--- src/rtl/food_spawner.sv ---
// food_spawner: turns the free-running random word stream into a free board
// cell for the Snake game. Each candidate is checked against the occupancy
// store through a one-cycle read port, and the search gives up after
// MAX_TRIES candidates.
// Optional feature macro: FOOD_FALLBACK_SCAN_EN. When defined, an exhausted
// random search falls back to a row-major scan of the whole board.
module food_spawner #(
    parameter int WIDTH     = 32,
    parameter int COLS      = 40,
    parameter int ROWS      = 30,
    parameter int X_W       = 6,
    parameter int Y_W       = 5,
    parameter int MAX_TRIES = 64
) (
    input  logic             clk,
    input  logic             reset,
    input  logic [WIDTH-1:0] rand_in,
    input  logic             spawn_req,
    output logic             occ_rd,
    output logic [X_W-1:0]   occ_x,
    output logic [Y_W-1:0]   occ_y,
    input  logic             occ_hit,
    output logic [X_W-1:0]   food_x,
    output logic [Y_W-1:0]   food_y,
    output logic             food_valid,
    output logic             fail,
    output logic             busy
);

    localparam int TW = $clog2(MAX_TRIES + 1);
    localparam logic [X_W:0] COLS_L = (X_W + 1)'(COLS);
    localparam logic [Y_W:0] ROWS_L = (Y_W + 1)'(ROWS);

`ifdef FOOD_FALLBACK_SCAN_EN
    typedef enum logic [2:0] {IDLE, SAMPLE, REQ, WAIT, SCAN_REQ, SCAN_WAIT} state_t;
`else
    typedef enum logic [2:0] {IDLE, SAMPLE, REQ, WAIT} state_t;
`endif

    state_t         state_q, state_d;
    logic [TW-1:0]  tries_q, tries_d;
    logic           occ_rd_q, occ_rd_d;
    logic [X_W-1:0] occ_x_q, occ_x_d;
    logic [Y_W-1:0] occ_y_q, occ_y_d;
    logic [X_W-1:0] food_x_q, food_x_d;
    logic [Y_W-1:0] food_y_q, food_y_d;
    logic           food_valid_q, food_valid_d;
    logic           fail_q, fail_d;
    logic           busy_q, busy_d;

    // Candidate cell taken straight from the random word; no modulo, so
    // out-of-range values are simply rejected.
    logic [X_W-1:0] cx;
    logic [Y_W-1:0] cy;
    logic           in_range;
    logic [TW-1:0]  tries_inc;
    logic           exhausted;
    logic           go_exhaust;
    logic           unused_rand;

    assign cx          = rand_in[X_W-1:0];
    assign cy          = rand_in[X_W+Y_W-1:X_W];
    assign in_range    = ({1'b0, cx} < COLS_L) && ({1'b0, cy} < ROWS_L);
    assign tries_inc   = tries_q + TW'(1);
    assign exhausted   = (tries_inc == TW'(MAX_TRIES));
    assign unused_rand = ^rand_in;

    // Next-state and next-output logic for the search FSM.
    always_comb begin
        state_d      = state_q;
        tries_d      = tries_q;
        occ_rd_d     = 1'b0;
        occ_x_d      = occ_x_q;
        occ_y_d      = occ_y_q;
        food_x_d     = food_x_q;
        food_y_d     = food_y_q;
        food_valid_d = 1'b0;
        fail_d       = 1'b0;
        busy_d       = busy_q;
        go_exhaust   = 1'b0;

        case (state_q)
            IDLE: begin
                if (spawn_req) begin
                    state_d = SAMPLE;
                    busy_d  = 1'b1;
                    tries_d = '0;
                end
            end
            SAMPLE: begin
                if (in_range) begin
                    occ_x_d  = cx;
                    occ_y_d  = cy;
                    occ_rd_d = 1'b1;
                    state_d  = REQ;
                end else begin
                    tries_d = tries_inc;
                    if (exhausted) go_exhaust = 1'b1;
                end
            end
            REQ: begin
                state_d = WAIT;
            end
            WAIT: begin
                if (!occ_hit) begin
                    food_x_d     = occ_x_q;
                    food_y_d     = occ_y_q;
                    food_valid_d = 1'b1;
                    busy_d       = 1'b0;
                    state_d      = IDLE;
                end else begin
                    tries_d = tries_inc;
                    if (exhausted) go_exhaust = 1'b1;
                    else           state_d    = SAMPLE;
                end
            end
`ifdef FOOD_FALLBACK_SCAN_EN
            SCAN_REQ: begin
                state_d = SCAN_WAIT;
            end
            SCAN_WAIT: begin
                if (!occ_hit) begin
                    food_x_d     = occ_x_q;
                    food_y_d     = occ_y_q;
                    food_valid_d = 1'b1;
                    busy_d       = 1'b0;
                    state_d      = IDLE;
                end else if (occ_x_q == X_W'(COLS - 1) && occ_y_q == Y_W'(ROWS - 1)) begin
                    // Last cell occupied: board is full.
                    fail_d  = 1'b1;
                    busy_d  = 1'b0;
                    state_d = IDLE;
                end else begin
                    if (occ_x_q == X_W'(COLS - 1)) begin
                        occ_x_d = '0;
                        occ_y_d = occ_y_q + Y_W'(1);
                    end else begin
                        occ_x_d = occ_x_q + X_W'(1);
                    end
                    occ_rd_d = 1'b1;
                    state_d  = SCAN_REQ;
                end
            end
`endif
            default: begin
                state_d = IDLE;
                busy_d  = 1'b0;
            end
        endcase

        // Exhaustion wins over continuing the random search.
        if (go_exhaust) begin
`ifdef FOOD_FALLBACK_SCAN_EN
            occ_x_d  = '0;
            occ_y_d  = '0;
            occ_rd_d = 1'b1;
            state_d  = SCAN_REQ;
`else
            fail_d  = 1'b1;
            busy_d  = 1'b0;
            state_d = IDLE;
`endif
        end
    end

    // State and registered outputs; reset abandons any search in flight.
    always_ff @(posedge clk) begin
        if (reset) begin
            state_q      <= IDLE;
            tries_q      <= '0;
            occ_rd_q     <= 1'b0;
            occ_x_q      <= '0;
            occ_y_q      <= '0;
            food_x_q     <= '0;
            food_y_q     <= '0;
            food_valid_q <= 1'b0;
            fail_q       <= 1'b0;
            busy_q       <= 1'b0;
        end else begin
            state_q      <= state_d;
            tries_q      <= tries_d;
            occ_rd_q     <= occ_rd_d;
            occ_x_q      <= occ_x_d;
            occ_y_q      <= occ_y_d;
            food_x_q     <= food_x_d;
            food_y_q     <= food_y_d;
            food_valid_q <= food_valid_d;
            fail_q       <= fail_d;
            busy_q       <= busy_d;
        end
    end

    assign occ_rd     = occ_rd_q;
    assign occ_x      = occ_x_q;
    assign occ_y      = occ_y_q;
    assign food_x     = food_x_q;
    assign food_y     = food_y_q;
    assign food_valid = food_valid_q;
    assign fail       = fail_q;
    assign busy       = busy_q;

endmodule

--- config.mk ---
export PLATFORM = sky130hd
export DESIGN_NAME = food_spawner
export DESIGN_NICKNAME = d
export VERILOG_FILES = /design/src/rtl/food_spawner.sv
export SDC_FILE = /design/constraint.sdc
export NUM_CORES = 1
export LEC_CHECK = 0
export BUFFER_PORTS_ARGS = -buffer_cell sky130_fd_sc_hd__buf_2
export CORE_ASPECT_RATIO = 1.4
export CORE_UTILIZATION = 35
export CTS_BUF_LIST = sky130_fd_sc_hd__clkbuf_4 sky130_fd_sc_hd__clkbuf_8
export CTS_CLUSTER_SIZE = 30
export DETAILED_ROUTE_END_ITERATION = 6
export PLACE_DENSITY = 0.59
export SYNTH_ARGS = -nofsm -noshare
export SYNTH_HDL_FRONTEND = slang
export SYNTH_SLANG_ARGS = --single-unit
export TNS_END_PERCENT = 10
--- constraint.sdc ---
create_clock -name clk -period 3.9 [get_ports clk]
set_input_delay 0.78 -clock clk [delete_from_list [all_inputs] [get_ports clk]]
set_output_delay 0.78 -clock clk [all_outputs]
set_load 0.1 [all_outputs]
* Word-level counts from Yosys, hierarchy flattened *
Cells that the tools add are included.

operators by class
  add/subtract/negate cells = 1
  $lt $le $gt $ge = 2
  equality and inequality tests = 10
  mux-type cells = 19
  bitwise gates (word level) = 4
  reductions and logical operators = 12

operator list
  kind                 number
  $mux 7               3
  $pmux 7 s3           1
  $mux 3               4
  $pmux 3 s4           1
  $ne 2x2->1 const B   5
  $mux 1               8
  $reduce_or 2->1      4
  $add 7x1->7 const B  1
  $eq 7x7->1 const B   1
  $eq 3x2->1 const B   2
  $lt 6x6->1 const B   1
  $reduce_and 3->1     2
  $lt 5x5->1 const B   1
  $not 1->1            4
  $reduce_and 2->1     2
  $reduce_and 4->1     1
  $eq 3x1->1 const B   1
  $logic_not 3->1      1
  $ne 3x3->1 const B   1
  $pmux 1 s3           1
  $reduce_bool 3->1    1
  $pmux 1 s2           1
  $logic_and 1x1->1    1

storage, ports and cells
  bits in registers = 36
  input port bits = 36
  output and inout port bits = 26
  logic and storage cells = 58

* Depth between registers and ports, before layout *
  depth in word-level cells = 6
  gate-level depth with buffers = 8
  depth with buffers taken out = 7

* Worst setup path after synthesis *
Ideal clock, no wire load.

  path type = input to register
  start point = input port rand_in[9]
  end point = register tries_q[4]
  arrival = 1887 ps
  data required time = 3830 ps
  setup slack = 1942 ps
  stages on the path = 6
  path buffers = 1
  cells stage by stage = nand4_1 > nand3_2 > nand2_1 > buf_6 > or4b_1 > a21oi_1

between the ends
  longest elaborated chain between the ends = 4

RTL lines
  element                            line  source
  start: declaration                 17    input logic [WIDTH-1:0] rand_in,
  $lt 5x5->1                         63    assign in_range = ({1'b0, cx} < COLS_L) && ({1'b0, cy} < ROWS_L);
  $logic_and 1x1->1                  63
  $ne 2x2->1 (no source line)        --
  $reduce_and 4->1 (no source line)  --
  end signal: assignment             181   tries_q <= tries_d;
  end: declaration                   41    logic [TW-1:0] tries_q, tries_d;

No other way between the ends.
A chain may end at the register's enable or synchronous reset.

* Worst setup path in the final report *
  start point = input port rand_in[8]
  end point = register tries_q[3]

The elaborated chain is that of the path after synthesis.

==> flow_summary.ini <==
[status]
status = finished, final reports clean

[clock_tree]
clockRootBuffer = sky130_fd_sc_hd__clkbuf_8
htreeDepth = 2
insertion_delay_ns = 0.29
post_cts.resized_instances = 0
clockBufferDepth = 2
tritoncts_num_sinks = 35
cts_buffers = 5
cts_hold_buffers = 0
tritoncts = built
cts_setup_buffers = 0
clk_pin_slew_ns = 0.07

[worst_setup_path]
critPathTopFamily = simple AND/OR/NAND/NOR gates
worstPathMaxFanout = 14
critical_path_s_slowest_cell = sky130_fd_sc_hd__or4_1
setup.worst_path.class = input pin to flip-flop
data_arrival_time_at_the_worst_slack_endpoint_ns = 2.50
cp_slowest_stage_delay_ns = 0.58
timing.reg2reg.worst_path_depth = 6
critical_path_buf_inv_count = 1
setup_slack_of_the_worst_register_to_register_path_ns = 1.66
cp.required_ns = 4.11
crit_path_end_kind = flip-flop
critical_path_depth = 6
path_cells = buf_2, nand4_1, nand3_2, nand2_1, or4_1, a21oi_1
cp-start-kind = input pin

[global_routing]
grt_pass1_vias = 1245
grt_remaining_overflow = 0
antenna_found_initial = 0
grt_first_pass_wirelength_um = 5830
grt_max_degree = 37
global_route.usage.total_pct = 15.4

[synthesis]
ys_ff_latch = 35
yosys.area_share.xor_xnor_pct = 0
cell_area_after_synthesis_sq_um = 1650
postSynthCellCount = 183
synthTopCellsByArea = sky130_fd_sc_hd__dfxtp_1 (42%), sky130_fd_sc_hd__mux2i_1 (7.3%), sky130_fd_sc_hd__nand2_1 (6.8%)
post_synth.cell_area_avg_sq_um = 9.04
synth.mux.area_fraction_pct = 7.26
yosys_warnings = 0
yosysTopAreaCellShare_pct = 42.4
yosys.cell_types.count = 40
synth_adder_area_share_pct = 5.30
synth-simple-area-share_pct = 24.6
yosysSeqAreaShare_pct = 42.4
largest_family_of_logic_cells_by_synthesized_area = simple AND/OR/NAND/NOR gates
mappedNetlistNets = 226
yosys.area.top_type = sky130_fd_sc_hd__dfxtp_1
synth_compound_gate_area_share_pct = 16.0

[timing]
fin_skew_ns = 0.00672
grt_setup_unrepaired = no
max_frequency_ghz = 0.437
timing_max_transition_violations_final = 0
timing.final.hold_violations = 0
count_of_final_setup_violators = 0
worst_hold_slack_ns = 0.452
timing.final.crit_period_ns = 2.29
tightest_slew_ns = 0.671
max-slew-margin-rel_pct = 55.3
final_setup_tns_ns = 0
period_utilisation_layout_pct = 58.7

[power]
leak_pwr_nw = 0.854
power.ir.vdd_worst_uv = 393
power_density_nw_per_um2 = 648

[detailed_routing]
route.vias.total = 1401
drc = 0
drtIter0Drc = 48
routed_wl_um = 3550
final_antenna_net_count = 0
post_drt_wl_per_cell_um = 12.6
route.detailed.vias_per_inst = 4.95
detailedRoute.firstPassIterationCount = 4

[place]
final_gp_congestion = 0.842
port-buffer-count = 40
placement.cell_area_sq_um = 1870
dpl.hpwl_um = 2410

[die]
floorplan.rows = 29
fp.dieH_um = 83.3
floorplan.io_pins = 62
fp.coreArea_sq_um = 4540
dieArea_sq_um = 5010
initial_core_util_pct = 36.5
die_w_um = 60.1

[worst_hold_path]
timing.hold.worst_path_depth = 2
min-delay-path-class = flip-flop to flip-flop

[cells_and_area]
syn_to_final_growth_pct = 20.0
layout.cells.most_common = sky130_fd_sc_hd__buf_2
postLayoutCellArea_sq_um = 1990
layout_common_cells = sky130_fd_sc_hd__buf_2 (40), sky130_fd_sc_hd__dfxtp_1 (35), sky130_fd_sc_hd__nand2_1 (30), sky130_fd_sc_hd__nor2_1 (21), sky130_fd_sc_hd__a21oi_1 (18)
insertedDiodeCount = 0
drive_above_1_share_pct = 26.2
final_nets = 263

[flow_run]
cap_violations = 0
-- registers in the layout (all words and copies together) (netlist names) --
signal / cells
food_x: 6
busy: 1
fail: 1
occ_y: 5
state_q: 2
occ_x: 6
tries_q: 7
food_valid: 1
occ_rd: 1
food_y: 5
-- cells in the mapped netlist (all sizes together) --
master / number
a2111oi: 1
a21boi: 1
a21oi: 18
a311oi: 1
a31oi: 2
and2: 1
and3: 2
buf: 6
clkbuf: 4
dfxtp: 35
ha: 7
inv: 3
mux2i: 12
nand2: 30
nand2b: 1
nand3: 4
nand4: 2
nor2: 21
nor2b: 3
nor3: 3
nor3b: 1
nor4: 3
o2111ai: 1
o211ai: 1
o21a: 1
o21ai: 9
o311ai: 1
o32ai: 1
or3: 1
or4: 4
or4b: 2
or4bb: 1
-- logic make-up after synthesis --
| kind of cell | count (synthesis) |
|---|---|
| and+or+nand+nor | 79 |
| DFF | 35 |
| AOI/OAI and AO/OA | 37 |
| buffers and inverters | 13 |
| muxes | 12 |
| adders and majority gates | 7 |
-- where the power goes --
part	internal, W	total (W)	switching [W]
Clock	0.000207	0.000344	0.000137
Sequential	0.000399	0.000433	0.0000341
Combinational	0.000131	0.000510	0.000379
Total	0.000737	0.00129	0.000550
-- layout make-up --
cell class / count / area [sq um]
Clock inverter: 2 / 35.0
Multi-Input combinational cell: 135 / 878
Inverter: 3 / 11.3
Tap cell: 62 / 77.6
Clock buffer: 6 / 82.6
Timing Repair Buffer: 40 / 200
Sequential cell: 35 / 701
Fill cell: 472 / 2550
-- per-stage QoR --
stage / total power, W / instances / worst slack (ns) / utilization, %
6_report: 0.00129 / 283 / 1.61 / 43.8
2_1_floorplan: 0.000880 / 183 / 1.94 / -
3_5_place_dp: 0.000953 / 275 / 1.30 / 41.2
3_3_place_gp: 0.000949 / 275 / 1.32 / 41.2
5_1_grt: 0.00135 / 283 / 1.46 / 43.8
4_1_cts: 0.00130 / 283 / 1.59 / 43.8
-- path summary, 6_finish.rpt --
path                             end                    start
max          tries_q[3]$_SDFFE_PP0P_               rand_in[8]
max reg2reg  tries_q[3]$_SDFFE_PP0P_  state_q[1]$_SDFFE_PP0P_
min reg2reg   food_x[1]$_SDFFE_PP0P_   food_x[1]$_SDFFE_PP0P_
min           food_x[1]$_SDFFE_PP0P_   food_x[1]$_SDFFE_PP0P_
-- metal layers --
metal  vias to the layer above  share of wire, %  global-route usage (%)
li1                        715                 -                       -
met1                       651                45                    19.5
met2                        31                49                    23.4
met3                         4               4.4                    4.21
met4                         0              0.87                    7.40
met5                         -                 0                       0
-- worst min-delay path: cells and delay by family (launching register included) --
kind	cells	cell delay (ns)
compound gates	1	0.05
flops	1	0.31
simple gates	1	0.05
(Power assumes the default switching activity.)
